===== src/rtl/sine_voice_scheduler.sv =====
// Shares one registered quarter-wave sine table among VOICES phase accumulators,
// issuing one table address per cycle and summing the rebuilt samples per frame.
module sine_voice_scheduler #(
    parameter int VOICES  = 4,
    parameter int N       = 7,
    parameter int PHASE_W = 16,
    localparam int VW     = $clog2(VOICES),
    localparam int MW     = N + 1 + VW
) (
    input  logic               clk,
    input  logic               rst,
    input  logic               tick,
    input  logic               cfg_we,
    input  logic [VW-1:0]      cfg_voice,
    input  logic               cfg_en,
    input  logic [PHASE_W-1:0] cfg_inc,
    output logic [N:0]         lut_addr,
    input  logic [N-1:0]       lut_data,
    output logic [N:0]         sample,
    output logic [VW-1:0]      sample_voice,
    output logic               sample_valid,
    output logic [MW-1:0]      mix,
    output logic               mix_valid,
    output logic               busy,
    output logic               overrun
);

    typedef enum logic [1:0] {S_IDLE, S_ISSUE, S_DRAIN, S_MIXOUT} state_t;

    state_t               state_q, state_d;
    logic [VW-1:0]        vcnt_q, vcnt_d;
    logic [PHASE_W-1:0]   phase_q [VOICES];
    logic [PHASE_W-1:0]   phase_d [VOICES];
    logic [PHASE_W-1:0]   inc_q [VOICES];
    logic [PHASE_W-1:0]   inc_d [VOICES];
    logic [PHASE_W-1:0]   sh_inc_q [VOICES];
    logic [PHASE_W-1:0]   sh_inc_d [VOICES];
    logic [VOICES-1:0]    en_q, en_d, sh_en_q, sh_en_d;
    logic [N:0]           lut_addr_q, lut_addr_d;
    logic                 iss_valid_q, iss_valid_d;
    logic [VW-1:0]        iss_voice_q, iss_voice_d;
    logic [1:0]           iss_quad_q, iss_quad_d;
    logic                 iss_en_q, iss_en_d;
    logic                 smp_valid_q, smp_valid_d;
    logic [VW-1:0]        smp_voice_q, smp_voice_d;
    logic [1:0]           smp_quad_q, smp_quad_d;
    logic                 smp_en_q, smp_en_d;
    logic [MW-1:0]        acc_q, acc_d, mix_q, mix_d;
    logic                 mix_valid_q, mix_valid_d;
    logic                 busy_q, busy_d;
    logic                 overrun_q, overrun_d;
    logic [VW-1:0]        nv;
    logic [N:0]           sample_w;

    // Odd quadrants mirror the angle; a=0 there addresses the table peak 2^N.
    function automatic logic [N:0] t4_of(input logic [N+1:0] hp);
        if (hp[N]) t4_of = {1'b1, {N{1'b0}}} - {1'b0, hp[N-1:0]};
        else       t4_of = {1'b0, hp[N-1:0]};
    endfunction

    always_comb begin
        if (!smp_valid_q)     sample_w = '0;
        else if (!smp_en_q)   sample_w = {1'b1, {N{1'b0}}};
        else if (smp_quad_q[1]) sample_w = {1'b0, ~lut_data};
        else                  sample_w = {1'b1, lut_data};
    end

    always_comb begin
        state_d     = state_q;
        vcnt_d      = vcnt_q;
        phase_d     = phase_q;
        inc_d       = inc_q;
        en_d        = en_q;
        sh_inc_d    = sh_inc_q;
        sh_en_d     = sh_en_q;
        lut_addr_d  = '0;
        iss_valid_d = 1'b0;
        iss_voice_d = '0;
        iss_quad_d  = '0;
        iss_en_d    = 1'b0;
        smp_valid_d = iss_valid_q;
        smp_voice_d = iss_voice_q;
        smp_quad_d  = iss_quad_q;
        smp_en_d    = iss_en_q;
        acc_d       = smp_valid_q ? acc_q + MW'(sample_w) : acc_q;
        mix_d       = mix_q;
        mix_valid_d = 1'b0;
        overrun_d   = tick && (state_q != S_IDLE);
        nv          = vcnt_q + 1'b1;

        if (cfg_we) begin
            inc_d[cfg_voice] = cfg_inc;
            en_d[cfg_voice]  = cfg_en;
        end

        unique case (state_q)
            S_IDLE: begin
                if (tick) begin
                    // Shadows take the post-write values so a same-cycle write joins this frame.
                    state_d     = S_ISSUE;
                    vcnt_d      = '0;
                    sh_inc_d    = inc_d;
                    sh_en_d     = en_d;
                    acc_d       = '0;
                    lut_addr_d  = t4_of(phase_q[0][PHASE_W-1 -: N+2]);
                    iss_valid_d = 1'b1;
                    iss_voice_d = '0;
                    iss_quad_d  = phase_q[0][PHASE_W-1 -: 2];
                    iss_en_d    = en_d[0];
                end
            end
            S_ISSUE: begin
                if (sh_en_q[vcnt_q])
                    phase_d[vcnt_q] = phase_q[vcnt_q] + sh_inc_q[vcnt_q];
                if (vcnt_q == VW'(VOICES - 1)) begin
                    state_d = S_DRAIN;
                end else begin
                    vcnt_d      = nv;
                    lut_addr_d  = t4_of(phase_q[nv][PHASE_W-1 -: N+2]);
                    iss_valid_d = 1'b1;
                    iss_voice_d = nv;
                    iss_quad_d  = phase_q[nv][PHASE_W-1 -: 2];
                    iss_en_d    = sh_en_q[nv];
                end
            end
            S_DRAIN: begin
                state_d     = S_MIXOUT;
                mix_d       = acc_d;
                mix_valid_d = 1'b1;
            end
            S_MIXOUT: begin
                state_d = S_IDLE;
            end
            default: state_d = S_IDLE;
        endcase

        busy_d = (state_d != S_IDLE);
    end

    always_ff @(posedge clk) begin
        if (rst) begin
            state_q     <= S_IDLE;
            vcnt_q      <= '0;
            phase_q     <= '{default: '0};
            inc_q       <= '{default: '0};
            sh_inc_q    <= '{default: '0};
            en_q        <= '0;
            sh_en_q     <= '0;
            lut_addr_q  <= '0;
            iss_valid_q <= 1'b0;
            iss_voice_q <= '0;
            iss_quad_q  <= '0;
            iss_en_q    <= 1'b0;
            smp_valid_q <= 1'b0;
            smp_voice_q <= '0;
            smp_quad_q  <= '0;
            smp_en_q    <= 1'b0;
            acc_q       <= '0;
            mix_q       <= '0;
            mix_valid_q <= 1'b0;
            busy_q      <= 1'b0;
            overrun_q   <= 1'b0;
        end else begin
            state_q     <= state_d;
            vcnt_q      <= vcnt_d;
            phase_q     <= phase_d;
            inc_q       <= inc_d;
            sh_inc_q    <= sh_inc_d;
            en_q        <= en_d;
            sh_en_q     <= sh_en_d;
            lut_addr_q  <= lut_addr_d;
            iss_valid_q <= iss_valid_d;
            iss_voice_q <= iss_voice_d;
            iss_quad_q  <= iss_quad_d;
            iss_en_q    <= iss_en_d;
            smp_valid_q <= smp_valid_d;
            smp_voice_q <= smp_voice_d;
            smp_quad_q  <= smp_quad_d;
            smp_en_q    <= smp_en_d;
            acc_q       <= acc_d;
            mix_q       <= mix_d;
            mix_valid_q <= mix_valid_d;
            busy_q      <= busy_d;
            overrun_q   <= overrun_d;
        end
    end

    assign lut_addr     = lut_addr_q;
    assign sample       = sample_w;
    assign sample_voice = smp_voice_q;
    assign sample_valid = smp_valid_q;
    assign mix          = mix_q;
    assign mix_valid    = mix_valid_q;
    assign busy         = busy_q;
    assign overrun      = overrun_q;

endmodule


===== config.mk =====
export PLATFORM = sky130hd
export DESIGN_NAME = sine_voice_scheduler
export DESIGN_NICKNAME = d
export VERILOG_FILES = /design/src/rtl/sine_voice_scheduler.sv
export SDC_FILE = /design/constraint.sdc
export NUM_CORES = 1
export LEC_CHECK = 0
export BUFFER_PORTS_ARGS = -buffer_cell sky130_fd_sc_hd__buf_4
export CAP_MARGIN = 40
export CORE_MARGIN = 2
export CORE_UTILIZATION = 54
export CTS_CLUSTER_SIZE = 12
export DETAILED_ROUTE_END_ITERATION = 10
export PLACE_DENSITY = 0.72
export SYNTH_ARGS = -nofsm -noshare
export SYNTH_HDL_FRONTEND = slang
export SYNTH_SLANG_ARGS = --single-unit

===== constraint.sdc =====
create_clock -name clk -period 5.6 [get_ports clk]
set_input_delay 0.56 -clock clk [delete_from_list [all_inputs] [get_ports clk]]
set_output_delay 0.56 -clock clk [all_outputs]
set_load 0.005 [all_outputs]

==> impl_metrics.ini, run 1 <==
[drt]
drc_errors = 0
first_pass_iters = 5
vias = 8259
drt_iter0_markers = 552
routed_via_density = 5.696
antenna_left = 0
wirelength_mm = 24.94
wl_per_cell_um = 17.20

[worst_setup_path]
reg2reg_depth = 9
cp_num_buf_inv = 1
critPathLaunchType = flip-flop
cp_cell_sequence = buf_4 -> mux4_2 -> ha_1 -> a21oi_1 -> o21ai_0 -> or3_1 -> o21ai_4 -> nor3_1 -> a2111oi_0
r2r_slack_ps = 1920
slowest_stage = dfxtp_1
cp_data_required_time_ps = 5990
cp_slowest_stage_delay_ps = 890
critical_path_class = reg2reg
crit_path_end_kind = flip-flop
path_delay_family = compound AO/OA/AOI/OAI gates
rr_startpoint = vcnt_q[1]
reg2reg_to = phase_q[47]
path_max_fanout = 18
arrival_ps = 4060

[timing]
fin_crit_sh_pct = 65.67
fin_worst_skew_ps = 17.19
slew_viol_final = 0
setup-violations-final = 0
tightestPinTransition_ps = 874.7
rsz0062_at_grt = false
fin_crit_ps = 3677
slew_headroom_pct = 41.61
tns_ps = 0
hold_viol = 0
maxClockFrequency_mhz = 271.9

[hold_path]
hold_path.class = in2reg
hold_end = inc_q[6]
hp-start = cfg_inc[6]
whs_path_depth = 3

[layout]
multi_input_area_mm2 = 0.005461
nFillCells = 1666
drive_gt1_share_pct = 14.43
area.sequential_mm2 = 0.004908
layoutNonFillerInstCount = 1450
fin_area_mm2 = 0.01221
num_antenna_cells = 0
fin_util_pct = 62.53
nets = 1231
area_growth_pct = 13.42

[floorplanning]
die_h_um = 145.2
start_util_pct = 55.13
num_io_pins = 62
core_area_mm2 = 0.01953
core.rowCount = 51
die_area_mm2 = 0.02108
die_w_um = 145.2

[synth]
postSynthCellCount = 1150
ys_types = 61
yosys_warnings = 0
ys_seq_area_share_pct = 45.56
synthArstFlopShare_pct = 0
ys_seq_elements = 245
synth_nets = 1211
synth_ff_type = dfxtp_1
syn_area_mm2 = 0.01077
synth_edf_count = 0
syn_avg_cell_area_um2 = 9.361

[grt]
grt_pass1_vias = 8159
track_usage_pct = 23.54
grt_overflow = 0
grt_antenna_before_repair = 0
grt_max_degree = 81
grt_pass1_wl_mm = 41.43

[clock_network]
clock_latency_ps = 530
cts.path.max_buffers = 3
cts_tree = yes
cts_hold_buf = 0
cts_buffers = 26
h-tree-depth = 1
clkSinkCount = 245
cts_resized = 0
cts_setup_buffers = 0
cts_root_buf = clkbuf_16
clk_pin_slew_ps = 60

[power]
ir_worst_vdd_uv = 271.0
p_per_area_mw_per_mm2 = 318.5
power.total_mw = 3.889
leakage_nw = 4.740

[placement]
placed_area_mm2 = 0.01136
dp.cells = 1407
place_congestion = 0.8734
dp_hpwl_mm = 16.41
port_buffers = 61

[flow_run]
maxCapViolCount = 0

[outcome]
status = complete, no violations
==> per-stage QoR <==
step | setup WS, ps | hold slack [ps]
6_report | 1923 | 324.6
3_3_place_gp | 2029 | 418.9
3_5_place_dp | 1971 | 423.9
2_1_floorplan | 2196 | 413.8
4_1_cts | 1927 | 311.1
5_1_grt | 1562 | 325.9
==> worst register-to-register path, cell delays in order, from the launching register on <==
cell and delay (ps):
dfxtp_1 890, buf_4 410, mux4_2 390, ha_1 400
a21oi_1 160, o21ai_0 180, or3_1 440, o21ai_4 230
nor3_1 80, a2111oi_0 380
==> flip-flops by register name, summed over array words and instances, names as in the netlist, 2 cells and up <==
signal	cells
inc_q	64
phase_q	64
sh_inc_q	64
acc_q	10
mix	10
lut_addr	8
en_q	4
sh_en_q	4
iss_voice_q	2
sample_voice	2
state_q	2
vcnt_q	2
==> layout make-up <==
type / count / share of cell area [%]
Clock inverter: 5 / 0.9120
Sequential cell: 245 / 40.20
Tap cell: 265 / 2.715
Multi-Input combinational cell: 810 / 44.73
Clock buffer: 38 / 6.025
Timing Repair Buffer: 75 / 5.052
Inverter: 12 / 0.3689
==> logic make-up (layout without fill, tap and decap cells) <==
| group | count (synthesis) | count (layout) | synth area share (%) |
|---|---|---|---|
| xor gates and xnor gates | 37 | 37 | 3.010 |
| DFF | 245 | 245 | 45.56 |
| and+or+nand+nor | 400 | 400 | 16.43 |
| AOI/OAI and AO/OA | 293 | 293 | 18.01 |
| muxes | 49 | 49 | 9.403 |
| adders and majority gates | 31 | 31 | 3.742 |
| buffers and inverters | 95 | 130 | 3.835 |
==> cells in the mapped netlist, drive strengths merged (2+ instances only) <==
| cell | count | area, um^2 |
|---|---|---|
| inv | 12 | 45.04 |
| a31oi | 3 | 18.77 |
| and3 | 4 | 25.02 |
| o22a | 67 | 586.8 |
| nor3b | 11 | 87.58 |
| xor2 | 5 | 43.79 |
| a21o | 3 | 22.52 |
| and2 | 4 | 25.02 |
| nand4 | 3 | 18.77 |
| nor3 | 12 | 60.06 |
| a2111oi | 5 | 45.04 |
| a211oi | 20 | 150.1 |
| nor2b | 9 | 56.30 |
| a211o | 4 | 35.03 |
| dfxtp | 245 | 4905 |
| or3 | 3 | 23.77 |
| o31ai | 3 | 27.52 |
| ha | 29 | 362.9 |
| clkbuf | 54 | 202.7 |
| a21oi | 135 | 675.7 |
| mux2i | 7 | 70.07 |
| mux4 | 41 | 930.9 |
| o311ai | 4 | 35.03 |
| xnor2 | 32 | 280.3 |
| nand3b | 13 | 97.59 |
| nor4 | 5 | 31.28 |
| a22oi | 9 | 72.57 |
| o21ai | 28 | 155.2 |
| fa | 2 | 40.04 |
| o211ai | 4 | 30.03 |
| nor2 | 81 | 304.0 |
| buf | 29 | 165.1 |
| nand3 | 6 | 30.03 |
| nand2b | 15 | 93.84 |
| nand2 | 224 | 840.8 |
| or2 | 6 | 40.04 |
==> where the power goes <==
part | total, mW | internal [mW] | switching, mW
sequential | 1.87 | 1.81 | 0.0539
clock | 1.71 | 1.04 | 0.665
combinational | 0.317 | 0.142 | 0.176
==> routing by layer <==
layer | GRT usage, % | up-vias | wire [um]
li1 | - | 4112 | -
met1 | 31.87 | 3934 | 11460
met2 | 39.90 | 179 | 11920
met3 | 3.742 | 34 | 1162
met4 | 5.343 | 0 | 391
met5 | 0 | - | 0
==> cell usage in the layout (no fill, tap or decap), types with 5 or more instances in the layout <==
cell	Yosys	routed
nand3_1	6	6
dfxtp_1	245	244
nand3b_1	13	13
nor3b_1	10	10
xor2_1	5	5
a211oi_1	20	20
nand2_1	224	224
nand2b_1	15	15
mux4_2	39	39
nor3_1	12	12
nor4_1	5	5
inv_1	12	12
buf_4	0	69
o22a_1	67	67
clkbuf_16	0	26
o21ai_0	25	25
nor2_1	81	79
nor2b_1	9	8
a22oi_1	8	8
or2_2	5	5
ha_1	29	29
xnor2_1	32	32
a21oi_1	135	135
clkbuf_1	54	8
mux2i_1	7	7
==> how the worst max path moves through the flow <==
| stage | start | end | slack (ps) | cells after the start |
|---|---|---|---|---|
| after floorplan | vcnt_q[0] | phase_q[61] | 2200 | 11 |
| after global placement | vcnt_q[0] | phase_q[61] | 2030 | 8 |
| after detailed placement | vcnt_q[0] | phase_q[29] | 1970 | 8 |
| after CTS | vcnt_q[1] | phase_q[47] | 1930 | 9 |
| after global routing | vcnt_q[1] | phase_q[47] | 1560 | 9 |
| final | vcnt_q[1] | phase_q[47] | 1920 | 9 |
Power figures use the tool's default switching activity.
==> run 2: changes to the inputs <==
--- a/config.mk
+++ b/config.mk
@@ -5,6 +5,7 @@
 export SDC_FILE = /design/constraint.sdc
 export NUM_CORES = 1
 export LEC_CHECK = 0
+export ABC_AREA = 1
 export BUFFER_PORTS_ARGS = -buffer_cell sky130_fd_sc_hd__buf_4
 export CAP_MARGIN = 40
 export CORE_MARGIN = 2
==> constraint.sdc (replaced) <==
create_clock -name clk -period 3.8 [get_ports clk]
set_input_delay 0.38 -clock clk [delete_from_list [all_inputs] [get_ports clk]]
set_output_delay 0.38 -clock clk [all_outputs]
set_load 0.005 [all_outputs]
==> run 2 against run 1 <==
Net effect:
- largest power group unchanged
- clock skew is 1.5 ps higher
- via count rose by 24%
- synthesized cell count rose by 35%
- critical path type unchanged
==> impl_metrics.ini, run 2 <==
[outcome]
status = complete, no violations

[grt]
met1_usage_pct = 34.10
grt_pass1_wl_mm = 47.10
grt_antenna_before_repair = 0
grt_max_degree = 87
track_usage_pct = 25.76
met3_usage_pct = 3.110
grt_overflow = 0
grt_pass1_vias = 9536
gr-max-usage-layer = met2
grt_use_met2_pct = 43.97

[worst_setup_path]
reg2reg_depth = 12
cp_data_required_time_ps = 4230
cp_slowest_stage_delay_ps = 500
path_delay_family = compound AO/OA/AOI/OAI gates
arrival_ps = 3410
r2r_slack_ps = 810
crit_path_end_kind = flip-flop
cp_num_buf_inv = 2
critPathLaunchType = flip-flop
reg2reg_to = phase_q[31]
rr_startpoint = vcnt_q[0]
slowest_stage = o21ai_0
worst-path-stages = 12
crit_path_end = phase_q[31]
crit_start = vcnt_q[0]
cp_cell_sequence = inv_2 -> o21ai_0 -> o21ai_0 -> ha_1 -> a21oi_1 -> o21ai_0 -> a21oi_1 -> nand2_1 -> nand2_1 -> nand3_1 -> nand2_1 -> inv_1
critical_path_class = reg2reg
path_max_fanout = 32

[timing]
hold_viol = 0
fin_worst_skew_ps = 18.72
fin_crit_sh_pct = 78.55
tns_ps = 0
maxClockFrequency_mhz = 335.0
tightestPinTransition_ps = 652.8
slew_viol_final = 0
slew_headroom_pct = 56.48
setup-violations-final = 0
fin_crit_ps = 2985
rsz0062_at_grt = false

[clock_network]
cts_setup_buffers = 0
cts_tree = yes
cts.path.max_buffers = 3
cts_resized = 0
cts_hold_buf = 0
clock_latency_ps = 540
h-tree-depth = 1
cts_root_buf = clkbuf_16
clk_pin_slew_ps = 60
clkSinkCount = 245
cts_buffers = 26

[power]
p_comb_share_pct = 19.4
pwr-share-seq_pct = 44.2
power.total_mw = 6.286
clkPwrFrac_pct = 36.4
ir_worst_vdd_uv = 432.5
leakage_nw = 5.681
swShare_pct = 30.33
p_switching_mw = 1.906
p_int_mw = 4.379
p_per_area_mw_per_mm2 = 493.8

[placement]
place_congestion = 0.9398
port_buffers = 61
dp_hpwl_mm = 18.80

[hold_path]
hold_path.class = in2reg
hp-start = tick

[layout]
drive_gt1_share_pct = 9.446
area.sequential_mm2 = 0.004906
area_growth_pct = 11.29
nFillCells = 1906
multi_input_area_mm2 = 0.005453
biggestRegsByFlops = inc_q x64, phase_q x64, sh_inc_q x64
num_antenna_cells = 0
mostFrequentLayoutCells = 278 x nor2_1, 244 x dfxtp_1, 165 x inv_1
final_common_cell = nor2_1
nets = 1635

[drt]
wl_per_cell_um = 15.35
vias = 10202
routed_via_density = 5.476
wirelength_mm = 28.59
drc_errors = 0
antenna_left = 0
drt_iter0_markers = 821
first_pass_iters = 5

[synth]
syn_area_mm2 = 0.01144
synth_edf_count = 0
synth_nets = 1612
yosys-top-cells-area = dfxtp_1 43%, nor2_1 9.1%, o21ai_0 6.7%
synth_ff_type = dfxtp_1
ys_seq_area_share_pct = 42.88
postSynthCellCount = 1551
yosys_warnings = 0
synth_top_area_share_pct = 42.88
ys_types = 43
syn_avg_cell_area_um2 = 7.375
ys_seq_elements = 245
ys_top_cells_by_count = 278 x nor2_1, 245 x dfxtp_1, 166 x inv_1
synth_largest_area_cell = dfxtp_1
synthArstFlopShare_pct = 0
post-synth-top-count-cell = nor2_1

[floorplanning]
start_util_pct = 54.76
core_area_mm2 = 0.02089
die_h_um = 149.5
num_io_pins = 62
die_area_mm2 = 0.02236
die_w_um = 149.5
core.rowCount = 53

[flow_run]
maxCapViolCount = 0
[run 2: changes by cell type in the layout (fill, tap and decap cells not counted), sizes merged, moves of 12 or more]
cell / delta
o22ai: +12
mux2i: +20
nand2b: -14
mux4: -41
o22a: -67
nand2: -59
xnor2: -26
a21oi: +15
o21ai: +142
o21a: +18
nor2: +206
nand3: +76
inv: +167
[run 2: layout make-up]
type / instances / share of cell area [%]
clock inverters: 6 / 0.3538
repair buffers: 77 / 4.797
multi-input cells: 1046 / 42.83
flip-flops and latches: 245 / 38.54
clock buffers: 36 / 5.485
inverters: 178 / 5.288
well taps: 275 / 2.703
[run 2: how the worst min path moves through the flow]
stage / slack (ps) / endpoint / cells past startpoint
finish: 90 / overrun / 3
global route: 100 / overrun / 3
CTS: 80 / overrun / 3
detailed placement: 390 / sample_voice[1] / 2
global placement: 390 / smp_quad_q[1] / 2
floorplan: 390 / sample_valid / 2
[run 2: cell families (layout without fill, tap and decap cells)]
kind of cell,Yosys count,count (layout),share of synthesized area (%)
and+or+nand+nor,567,567,20.91
AOI/OAI and AO/OA,413,413,20.24
buffers and inverters,260,297,9.473
DFF,245,245,42.88
adders and majority gates,31,31,3.522
muxes,27,27,2.363
xor gates and xnor gates,8,8,0.6126
[run 2: routing by layer]
metal,share of wire [%],wire (um)
met5,0,0
met4,2.3,657
met3,5.8,1660
met2,47,13350
met1,45,12930
[run 2: power by group through the flow]
| stage | clock network, mW | logic (mW) | registers, mW |
|---|---|---|---|
| after detailed placement | 0 | 1.20 | 2.83 |
| after global routing | 2.42 | 1.38 | 2.79 |
| after global placement | 0 | 1.18 | 2.83 |
| after CTS | 2.32 | 1.21 | 2.78 |
| after floorplan | 0 | 0.895 | 2.81 |
| final | 2.29 | 1.22 | 2.78 |
[run 2: worst register-to-register path, stage by stage, from the launching register on]
cell and delay [ps]:
dfxtp_2 330, inv_2 380, o21ai_0 140, o21ai_0 500
ha_1 410, a21oi_1 220, o21ai_0 150, a21oi_1 320
nand2_1 100, nand2_1 120, nand3_1 90, nand2_1 80
inv_1 30
[run 2: stage by stage]
stage / setup slack, ps / cell area, um^2 / util [%] / hold slack [ps] / cells
final: 814.9 / 12730 / 60.94 / 91.90 / 1863
after global routing: 510.0 / 12730 / 60.94 / 102.6 / 1863
after CTS: 887.5 / 12730 / 60.94 / 81.45 / 1863
after detailed placement: 924.7 / 11990 / 57.38 / 392.4 / 1821
after global placement: 997.5 / 11970 / 57.31 / 390.5 / 1820
after floorplan: 886.2 / 11440 / - / 388.3 / 1551
